===== src/rtl/adc_decimator_if.sv =====
// adc_decimator_if -- bundles the sample input, control and result handshake
// signals of adc_decimator.
//   master : drives en/data/data_valid/dec/shift/ready/clr_ovf, observes results
//   slave  : the decimator side (consumes inputs, produces data_o/valid_o/overflow_o)
interface adc_decimator_if #(
  parameter int IW      = 12,
  parameter int OW      = 16,
  parameter int NCH     = 2,
  parameter int DEC_MAX = 20
);
  localparam int AW = IW + $clog2(DEC_MAX);
  localparam int DW = $clog2(DEC_MAX + 1);
  localparam int SW = $clog2(AW);

  logic              en_i;
  logic [NCH*IW-1:0] data_i;
  logic              data_valid_i;
  logic [DW-1:0]     dec_i;
  logic [SW-1:0]     shift_i;
  logic              ready_i;
  logic              clr_ovf_i;
  logic [NCH*OW-1:0] data_o;
  logic              valid_o;
  logic              overflow_o;

  modport master (
    output en_i, data_i, data_valid_i, dec_i, shift_i, ready_i, clr_ovf_i,
    input  data_o, valid_o, overflow_o
  );

  modport slave (
    input  en_i, data_i, data_valid_i, dec_i, shift_i, ready_i, clr_ovf_i,
    output data_o, valid_o, overflow_o
  );
endinterface


===== src/rtl/adc_decimator.sv =====
// adc_decimator -- multi-channel integrate-and-dump decimator.
// Sums D valid samples per channel (D chosen at frame start from dec_i),
// arithmetically shifts the frame sum, saturates it to OW bits and offers it
// on a valid/ready output that drops (and flags) results arriving while the
// previous one is still unaccepted.
//   clk_i  : clock, rising edge
//   rst_n  : asynchronous active-low reset
//   bus    : adc_decimator_if slave (samples, controls, result handshake)
module adc_decimator #(
  parameter int IW      = 12,
  parameter int OW      = 16,
  parameter int NCH     = 2,
  parameter int DEC_MAX = 20
) (
  input logic            clk_i,
  input logic            rst_n,
  adc_decimator_if.slave bus
);
  localparam int AW = IW + $clog2(DEC_MAX);
  localparam int DW = $clog2(DEC_MAX + 1);
  localparam int XW = ((AW > OW) ? AW : OW) + 1;
  // Output range limits, held one bit wider than both AW and OW so the same
  // comparison works whether or not the sum can exceed the output width.
  localparam logic signed [XW-1:0] OMAX = {{(XW-OW+1){1'b0}}, {(OW-1){1'b1}}};
  localparam logic signed [XW-1:0] OMIN = {{(XW-OW+1){1'b1}}, {(OW-1){1'b0}}};

  function automatic logic [OW-1:0] saturate(input logic signed [AW-1:0] v);
    logic signed [XW-1:0] vx;
    vx = XW'(v);
    if (vx > OMAX) begin
      saturate = OMAX[OW-1:0];
    end else if (vx < OMIN) begin
      saturate = OMIN[OW-1:0];
    end else begin
      saturate = vx[OW-1:0];
    end
  endfunction

  function automatic logic [DW-1:0] clamp_dec(input logic [DW-1:0] d);
    if (d == '0) begin
      clamp_dec = DW'(1);
    end else if (d > DW'(DEC_MAX)) begin
      clamp_dec = DW'(DEC_MAX);
    end else begin
      clamp_dec = d;
    end
  endfunction

  logic [NCH*IW-1:0]    data_r;
  logic                 dvalid_r;
  logic [DW-1:0]        cnt_r;
  logic [DW-1:0]        dec_r;
  logic signed [AW-1:0] acc_r [NCH];
  logic [NCH*OW-1:0]    res_r;
  logic                 res_vld_r;
  logic [NCH*OW-1:0]    data_out_r;
  logic                 valid_r;
  logic                 ovf_r;

  logic                 first_s;
  logic                 last_s;
  logic [DW-1:0]        dec_cur_s;
  logic signed [AW-1:0] smp_s     [NCH];
  logic signed [AW-1:0] acc_nxt_s [NCH];
  logic [NCH*OW-1:0]    res_nxt_s;
  logic                 blocked_s;

  // Frame bookkeeping and per-channel running sums for the registered sample.
  always_comb begin
    first_s = (cnt_r == '0);
    // The frame length is only taken from dec_i on the first sample of a frame.
    if (first_s) begin
      dec_cur_s = clamp_dec(bus.dec_i);
    end else begin
      dec_cur_s = dec_r;
    end
    last_s    = (cnt_r == (dec_cur_s - DW'(1)));
    res_nxt_s = '0;
    for (int c = 0; c < NCH; c++) begin
      smp_s[c] = AW'(signed'(data_r[c*IW +: IW]));
      if (first_s) begin
        acc_nxt_s[c] = smp_s[c];
      end else begin
        acc_nxt_s[c] = acc_r[c] + smp_s[c];
      end
      res_nxt_s[c*OW +: OW] = saturate(acc_nxt_s[c] >>> bus.shift_i);
    end
  end

  // Input capture: everything downstream works on these registered copies.
  always_ff @(posedge clk_i or negedge rst_n) begin
    if (!rst_n) begin
      data_r   <= '0;
      dvalid_r <= 1'b0;
    end else begin
      data_r   <= bus.data_i;
      dvalid_r <= bus.data_valid_i;
    end
  end

  // Sample counter, accumulators and the finished-frame result register.
  always_ff @(posedge clk_i or negedge rst_n) begin
    if (!rst_n) begin
      cnt_r     <= '0;
      dec_r     <= DW'(1);
      res_r     <= '0;
      res_vld_r <= 1'b0;
      for (int c = 0; c < NCH; c++) begin
        acc_r[c] <= '0;
      end
    end else if (!bus.en_i) begin
      cnt_r     <= '0;
      res_vld_r <= 1'b0;
      for (int c = 0; c < NCH; c++) begin
        acc_r[c] <= '0;
      end
    end else if (dvalid_r) begin
      if (first_s) begin
        dec_r <= dec_cur_s;
      end
      for (int c = 0; c < NCH; c++) begin
        acc_r[c] <= acc_nxt_s[c];
      end
      if (last_s) begin
        cnt_r     <= '0;
        res_r     <= res_nxt_s;
        res_vld_r <= 1'b1;
      end else begin
        cnt_r     <= cnt_r + DW'(1);
        res_vld_r <= 1'b0;
      end
    end else begin
      res_vld_r <= 1'b0;
    end
  end

  // A new result is blocked only when the held one is neither absent nor leaving.
  assign blocked_s = res_vld_r && valid_r && !bus.ready_i;

  // Output holding register, handshake and sticky overflow flag.
  always_ff @(posedge clk_i or negedge rst_n) begin
    if (!rst_n) begin
      data_out_r <= '0;
      valid_r    <= 1'b0;
      ovf_r      <= 1'b0;
    end else begin
      if (res_vld_r && !blocked_s) begin
        data_out_r <= res_r;
        valid_r    <= 1'b1;
      end else if (!res_vld_r && bus.ready_i) begin
        valid_r    <= 1'b0;
      end
      // Setting has priority over a simultaneous clear.
      if (blocked_s) begin
        ovf_r <= 1'b1;
      end else if (bus.clr_ovf_i) begin
        ovf_r <= 1'b0;
      end
    end
  end

  assign bus.data_o     = data_out_r;
  assign bus.valid_o    = valid_r;
  assign bus.overflow_o = ovf_r;
endmodule

===== src/flat_wrapper.sv =====
// flat-port wrapper written by rule: the top's interface ports become plain ports
module adc_decimator_flat 
#(
  parameter int IW      = 12,
  parameter int OW      = 16,
  parameter int NCH     = 2,
  parameter int DEC_MAX = 20
)
  (clk_i, rst_n, bus_en_i, bus_data_i, bus_data_valid_i, bus_dec_i, bus_shift_i, bus_ready_i, bus_clr_ovf_i, bus_data_o, bus_valid_o, bus_overflow_o);
  adc_decimator_if #(.IW(IW), .OW(OW), .NCH(NCH), .DEC_MAX(DEC_MAX)) bus_i ();
  input logic clk_i;
  input logic rst_n;
  input wire logic [$bits(bus_i.en_i)-1:0] bus_en_i;
  input wire logic [$bits(bus_i.data_i)-1:0] bus_data_i;
  input wire logic [$bits(bus_i.data_valid_i)-1:0] bus_data_valid_i;
  input wire logic [$bits(bus_i.dec_i)-1:0] bus_dec_i;
  input wire logic [$bits(bus_i.shift_i)-1:0] bus_shift_i;
  input wire logic [$bits(bus_i.ready_i)-1:0] bus_ready_i;
  input wire logic [$bits(bus_i.clr_ovf_i)-1:0] bus_clr_ovf_i;
  output wire logic [$bits(bus_i.data_o)-1:0] bus_data_o;
  output wire logic [$bits(bus_i.valid_o)-1:0] bus_valid_o;
  output wire logic [$bits(bus_i.overflow_o)-1:0] bus_overflow_o;
  assign bus_i.en_i = bus_en_i;
  assign bus_i.data_i = bus_data_i;
  assign bus_i.data_valid_i = bus_data_valid_i;
  assign bus_i.dec_i = bus_dec_i;
  assign bus_i.shift_i = bus_shift_i;
  assign bus_i.ready_i = bus_ready_i;
  assign bus_i.clr_ovf_i = bus_clr_ovf_i;
  assign bus_data_o = bus_i.data_o;
  assign bus_valid_o = bus_i.valid_o;
  assign bus_overflow_o = bus_i.overflow_o;
  adc_decimator #(.IW(IW), .OW(OW), .NCH(NCH), .DEC_MAX(DEC_MAX)) u_core (.clk_i(clk_i), .rst_n(rst_n), .bus(bus_i));
endmodule

===== config.mk =====
export PLATFORM = sky130hd
export DESIGN_NAME = adc_decimator_flat
export DESIGN_NICKNAME = d
export VERILOG_FILES = /design/src/rtl/adc_decimator_if.sv /design/src/rtl/adc_decimator.sv /design/src/flat_wrapper.sv
export SDC_FILE = /design/constraint.sdc
export NUM_CORES = 1
export LEC_CHECK = 0
export CAP_MARGIN = 0
export CORE_ASPECT_RATIO = 0.6
export CORE_MARGIN = 5
export CORE_UTILIZATION = 64
export CTS_CLUSTER_SIZE = 10
export DETAILED_ROUTE_END_ITERATION = 16
export GPL_ROUTABILITY_DRIVEN = 0
export PLACE_DENSITY_LB_ADDON = 0.3
export SYNTH_ARGS = -nofsm -noshare
export SYNTH_HDL_FRONTEND = slang
export SYNTH_SLANG_ARGS = --single-unit

===== constraint.sdc =====
create_clock -name clk_i -period 9.9 [get_ports clk_i]
set_input_delay 0.99 -clock clk_i [delete_from_list [all_inputs] [get_ports clk_i]]
set_output_delay 0.99 -clock clk_i [all_outputs]
set_load 0.05 [all_outputs]

==> Yosys cells after proc, flatten, opt, wreduce, memory -nomap -nowiden <==
Index checks and enable logic that the tools add are counted.
{ "classes": {"n_addsub": 4, "order_cmp": 5, "n_eq_ne": 2, "n_shift": 2, "muxes": 21, "reduce_logical": 13} }
{ "ops": {"columns": ["cell", "count"], "rows": [
  ["two-way mux 34 bit", 2],
  ["two-way mux 16 bit", 4],
  ["adder 17 x 12 -> 17 bit", 2],
  ["greater-than comparator 17 x 16 -> 1 bit, second input constant", 2],
  ["< comparator 17 x 16 -> 1 bit, second input constant", 2],
  ["two-way mux 17 bit", 2],
  [">>> shifter 17 x 5 -> 17 bit", 2],
  ["two-way mux 5 bit", 6],
  ["zero test 5 bit", 2],
  ["two-way mux 1 bit", 7],
  ["AND reduction 3 bit", 2],
  ["adder 5 x 1 -> 5 bit, second input constant", 1],
  ["== test 5 bit", 1],
  ["greater-than comparator 5 bit, second input constant", 1],
  ["subtractor 5 x 1 -> 5 bit, second input constant", 1],
  ["logical AND 1 bit", 4],
  ["nonzero test 2 bit", 2],
  ["zero test 1 bit", 3],
  ["!= test 2 x 1 -> 1 bit, second input constant", 1]
]} }
{ "word_totals": {"reg_bits": 136, "input_bits": 40, "output_inout_bits": 34, "wordCells": 58} }

==> Logic depth before layout (Yosys ltp) <==
{ "logic_depth": {"word_depth": 9, "depth_mapped": 18, "ltp_nobuf": 13} }

==> Least setup slack after synthesis <==
OpenSTA, ideal clock, no wires.
{ "synth_path": {"path_type": "reg2reg", "start": "register u_core.cnt_r[0]", "end": "register u_core.res_r[24]", "setup_ns": 0.094, "arrival_ns": 3.601, "required_ns": 9.806, "slack_ns": 6.205, "path_stages_with_launch": 19, "n_path_buf": 6, "synth_period_minus_slack_ns": 3.695, "path_cell_list": "dfrtp_1 -> inv_1 -> ha_1 -> or4b_1 -> buf_2 -> buf_6 -> clkbuf_1 -> clkbuf_1 -> nor2_1 -> a21oi_1 -> ha_1 -> xnor2_1 -> xnor2_1 -> nand3_1 -> nor4_4 -> buf_2 -> buf_2 -> nor2_1 -> a211oi_1"} }
{ "synth_via": {"elab_chain_cells": 6, "elab_cells_between_ends": 11, "classes_between": "add/sub (1); order compare (2); eq/ne (1); shift (1); mux (4); reduce/logical (2)"} }
{ "synth_lines": {"columns": ["element", "line_no", "rtl"], "rows": [
  ["from (decl)", "adc_decimator.sv:51", "logic [DW-1:0] cnt_r;"],
  ["from (signal assigned)", "adc_decimator.sv:129", "cnt_r <= cnt_r + DW'(1);"],
  ["zero test 5 bit", "adc_decimator.sv:70", "first_s = (cnt_r == '0);"],
  ["two-way mux 17 bit", "adc_decimator.sv:81", "if (first_s) begin"],
  [">>> shifter 17 x 5 -> 17 bit", "adc_decimator.sv:86", "res_nxt_s[c*OW +: OW] = saturate(acc_nxt_s[c] >>> bus.shift_i);"],
  ["< comparator 17 x 16 -> 1 bit", "adc_decimator.sv:32", "end else if (vx < OMIN) begin"],
  ["two-way mux 16 bit", "adc_decimator.sv:32", null],
  ["two-way mux 16 bit", "adc_decimator.sv:30", "if (vx > OMAX) begin"],
  ["to (signal assigned)", "adc_decimator.sv:126", "res_r <= res_nxt_s;"],
  ["to (decl)", "adc_decimator.sv:54", "logic [NCH*OW-1:0] res_r;"]
]} }
Parallel ways exist; a longest one is shown, timed or not.
A chain may end at the register's enable or synchronous reset.

==> Final worst setup path <==
{ "layout_path": {"start": "register u_core.cnt_r[0]", "end": "register u_core.res_r[21]"} }
The elaborated chain is that of the path after synthesis.

==> summary.md <==
| Metric | Value |
|---|---|
| Sw power | 0.883 mW |
| Max frequency | 234 MHz |
| Setup TNS Final | 0 ns |
| Critical path destination | u_core.res_r[21] |
| Antenna Nets Post-Route | 0 |
| Cell Int Power | 1.41 mW |
| Seq/Total Area, Yosys | 35.9% |
| FF+latch count, synth | 136 |
| Die Y | 104 µm |
| CP required | 10.23 ns |
| Root Buffer | clkbuf_16 |
| Final instance area | 10900 µm² |
| Hold_ws | 0.479 ns |
| Die X | 167 µm |
| Synth Cell Area | 9490 µm² |
| Crit path DAT | 4.61 ns |
| EDFF count, synth | 0 |
| Overall routed net length | 27600 µm |
| RSZ-0062 raised after global routing | false |
| Post_cts resized | 0 |
| CTS tree | done |
| Htree depth | 4 |
| Max_cap viols | 0 |
| Global-route wire length before repair | 44900 µm |
| Ys Warns | 0 |
| CTS Buf Count | 17 |
| Largest net degree at the start of global routing | 73 |
| Worst Setup Start Kind | flip-flop |
| Static leakage | 4.60 nW |
| WS Path Type | flip-flop to flip-flop |
| Synth Flop Type | dfrtp_1 |
| Minimum clock period | 4.28 ns |
| Hpwl dp | 19400 µm |
| I/O Buffers | 73 |
| Crit path from | u_core.cnt_r[0] |
| Worst Setup End Kind | flip-flop |
| Worst slew pin tran | 0.941 ns |
| I/O pins | 74 |
| Vias/cell | 6.97 |
| Final Max Slew Viols | 0 |
| Max clock buf depth | 2 |
| Hold Violations, Final | 0 |
| Worst reg2reg path endpoint | u_core.res_r[21] |
| Grt total ovfl | 0 |
| Logic pwr share | 37.9% |
| # nets final | 1159 |
| Setup Viol. Count Final | 0 |
| Fin crit share | 43.2% |
| Final core occ | 75.2% |
| CTS clock-pin slew for the worst setup and hold paths | 0.07 ns |
| Asr flop ratio synth | 100% |
| Power per cell area | 210 nW/µm² |
| Layout cells sized above 1 | 11.7% |
| First drt pass iteration count | 7 |
| Reg power frac | 32.8% |
| Max-slew headroom | 37.1% |
| Synth-to-Final Area Change | 15.0% |
| Sink Count | 136 |
| R2r startpoint | u_core.cnt_r[0] |
| Worst path cell trace | inv_1 > ha_1 > or4b_2 > buf_4 > nand3_1 > nor3_1 > nor3_2 > xor2_1 > mux2i_1 > o21ai_0 > a211oi_1 |
| Initial antenna violation count | 0 |
| Synth Instances | 1040 |
| Maximum net fanout on the critical path | 43 |
| Gr usage total | 31.3% |
| Worst-path cell with the longest stage delay | or4b_2 |
| VDD IR max | 147 µV |
| CP peak stage delay | 0.84 ns |
| WL/cell | 21.3 µm |
| Post-CTS setup buffer count | 0 |
| Average size of a mapped cell | 9.12 µm² |
| Switching part of the total | 38.5% |
| R2r setup slk | 5.62 ns |
| Clock Power Share | 29.3% |
| Initial detailed-routing violation count | 1590 |
| Initial Util | 65.4% |
| FF-to-FF path depth | 11 |
| Status | complete, no violations |
| Post-Syn Nets | 1117 |
| Final setup skew | 0.0107 ns |
| Worst hold path class | flip-flop to flip-flop |
| Hold_buf cts | 0 |
| Total power | 2.29 mW |
| Via count | 9018 |
| Area of the core | 14500 µm² |
| ANT cells | 0 |
| Post-Place Cell Area | 10300 µm² |
| Die footprint | 17400 µm² |
| Vias in the first global route | 8607 |
| # DRC | 0 |
| FP Rows | 34 |
| Synth cell types | 89 |
| Clock insertion delay at the later pin of the skew report | 0.43 ns |
logic make-up after synthesis:
group	after synthesis	synth area share, %
multiplexers	84	11.0
buffers and inverters	81	3.64
adder cells (fa/ha/maj)	37	5.04
flip-flops	136	35.9
AO/OA/AOI/OAI	350	25.5
XOR/XNOR	24	2.22
AND/OR/NAND/NOR	328	16.7
synth_stat cells (all sizes together) (17+ instances only):
cell | number | area share [%]
dfrtp | 135 | 36
nor2 | 98 | 3.9
nand2 | 93 | 3.7
o21ai | 79 | 4.2
a21oi | 64 | 3.5
mux2 | 49 | 5.8
clkbuf | 35 | 1.4
ha | 35 | 4.6
a211oi | 32 | 2.7
nor3 | 30 | 1.6
buf | 29 | 1.6
mux2i | 26 | 3.0
a31oi | 20 | 1.3
nand3 | 17 | 0.90
o31ai | 17 | 1.5
stage by stage:
step	worst slack, ns	instances
floorplan	6.20	1040
global placement	5.72	1261
finish	5.62	1293
CTS	5.72	1293
global route	5.39	1293
detailed placement	5.50	1261
layout by cell type (no fill, tap or decap), types with 11 or more instances in the layout:
cell type	Yosys	layout
dfrtp_1	135	135
buf_4	2	14
a31oi_1	20	20
o211ai_1	14	14
nor2_1	98	98
o31ai_1	15	15
a21o_1	11	11
a21oi_1	62	62
nor2b_1	15	15
a211oi_1	31	31
nand2_1	93	93
clkdlybuf4s50_1	0	72
xor2_1	11	11
nor3_1	29	29
and3_1	12	12
nand3_1	17	17
mux2_2	49	49
inv_1	13	13
o21ai_0	73	73
xnor2_1	13	13
mux2i_1	24	24
ha_1	35	35
clkbuf_16	0	17
o22ai_1	11	11
o21a_1	15	15
sequential cells by signal, indices dropped and copies added, names as in the netlist:
signal and count:
u_core.bus.valid_o 1, u_core.cnt_r 5, u_core.acc_r 34, u_core.data_r 24, u_core.bus.data_o 32, u_core.bus.overflow_o 1, u_core.res_vld_r 1, u_core.dvalid_r 1
u_core.res_r 32, u_core.dec_r 5
how the worst min path moves through the flow:
stage / slack, ns / to / start / cells after the start
2_1_floorplan: 0.44 / u_core.bus.valid_o / u_core.res_vld_r / 2
3_3_place_gp: 0.45 / u_core.bus.valid_o / u_core.res_vld_r / 2
3_5_place_dp: 0.47 / u_core.bus.valid_o / u_core.res_vld_r / 2
4_1_cts: 0.49 / u_core.bus.valid_o / u_core.res_vld_r / 2
5_1_grt: 0.51 / u_core.bus.data_o[15] / u_core.bus.data_o[15] / 1
6_report: 0.48 / u_core.bus.valid_o / u_core.res_vld_r / 2
critical path: cells and delay by family, from the launching register on:
kind	cells	cell delay (ns)
and+or+nand+nor	4	1.33
muxes	1	0.46
AOI/OAI and AO/OA	2	0.45
xor gates and xnor gates	1	0.77
buffers and inverters	2	0.53
adders and majority gates	1	0.20
DFF	1	0.43
layer usage:
metal	global-route usage [%]	routed length [µm]
met1	44.7	11500
met2	46.4	11900
met3	9.76	3650
met4	8.63	610
met5	0	0
area by class of cell:
class / count / area (µm²)
Clock buffer: 20 / 447
Clock inverter: 12 / 166
Fill cell: 1076 / 3600
Inverter: 17 / 63.8
Multi-Input combinational cell: 823 / 5740
Sequential cell: 136 / 3400
Tap cell: 198 / 248
Timing Repair Buffer: 87 / 837
power groups by stage:
stage	clock (mW)	combinational, mW	sequential [mW]
2_1_floorplan	0	0.481	0.863
3_3_place_gp	0	0.823	0.753
3_5_place_dp	0	0.840	0.757
4_1_cts	0.671	0.852	0.750
5_1_grt	0.698	0.925	0.766
6_report	0.673	0.869	0.753
No activity file was read; power rests on OpenSTA's default activity.
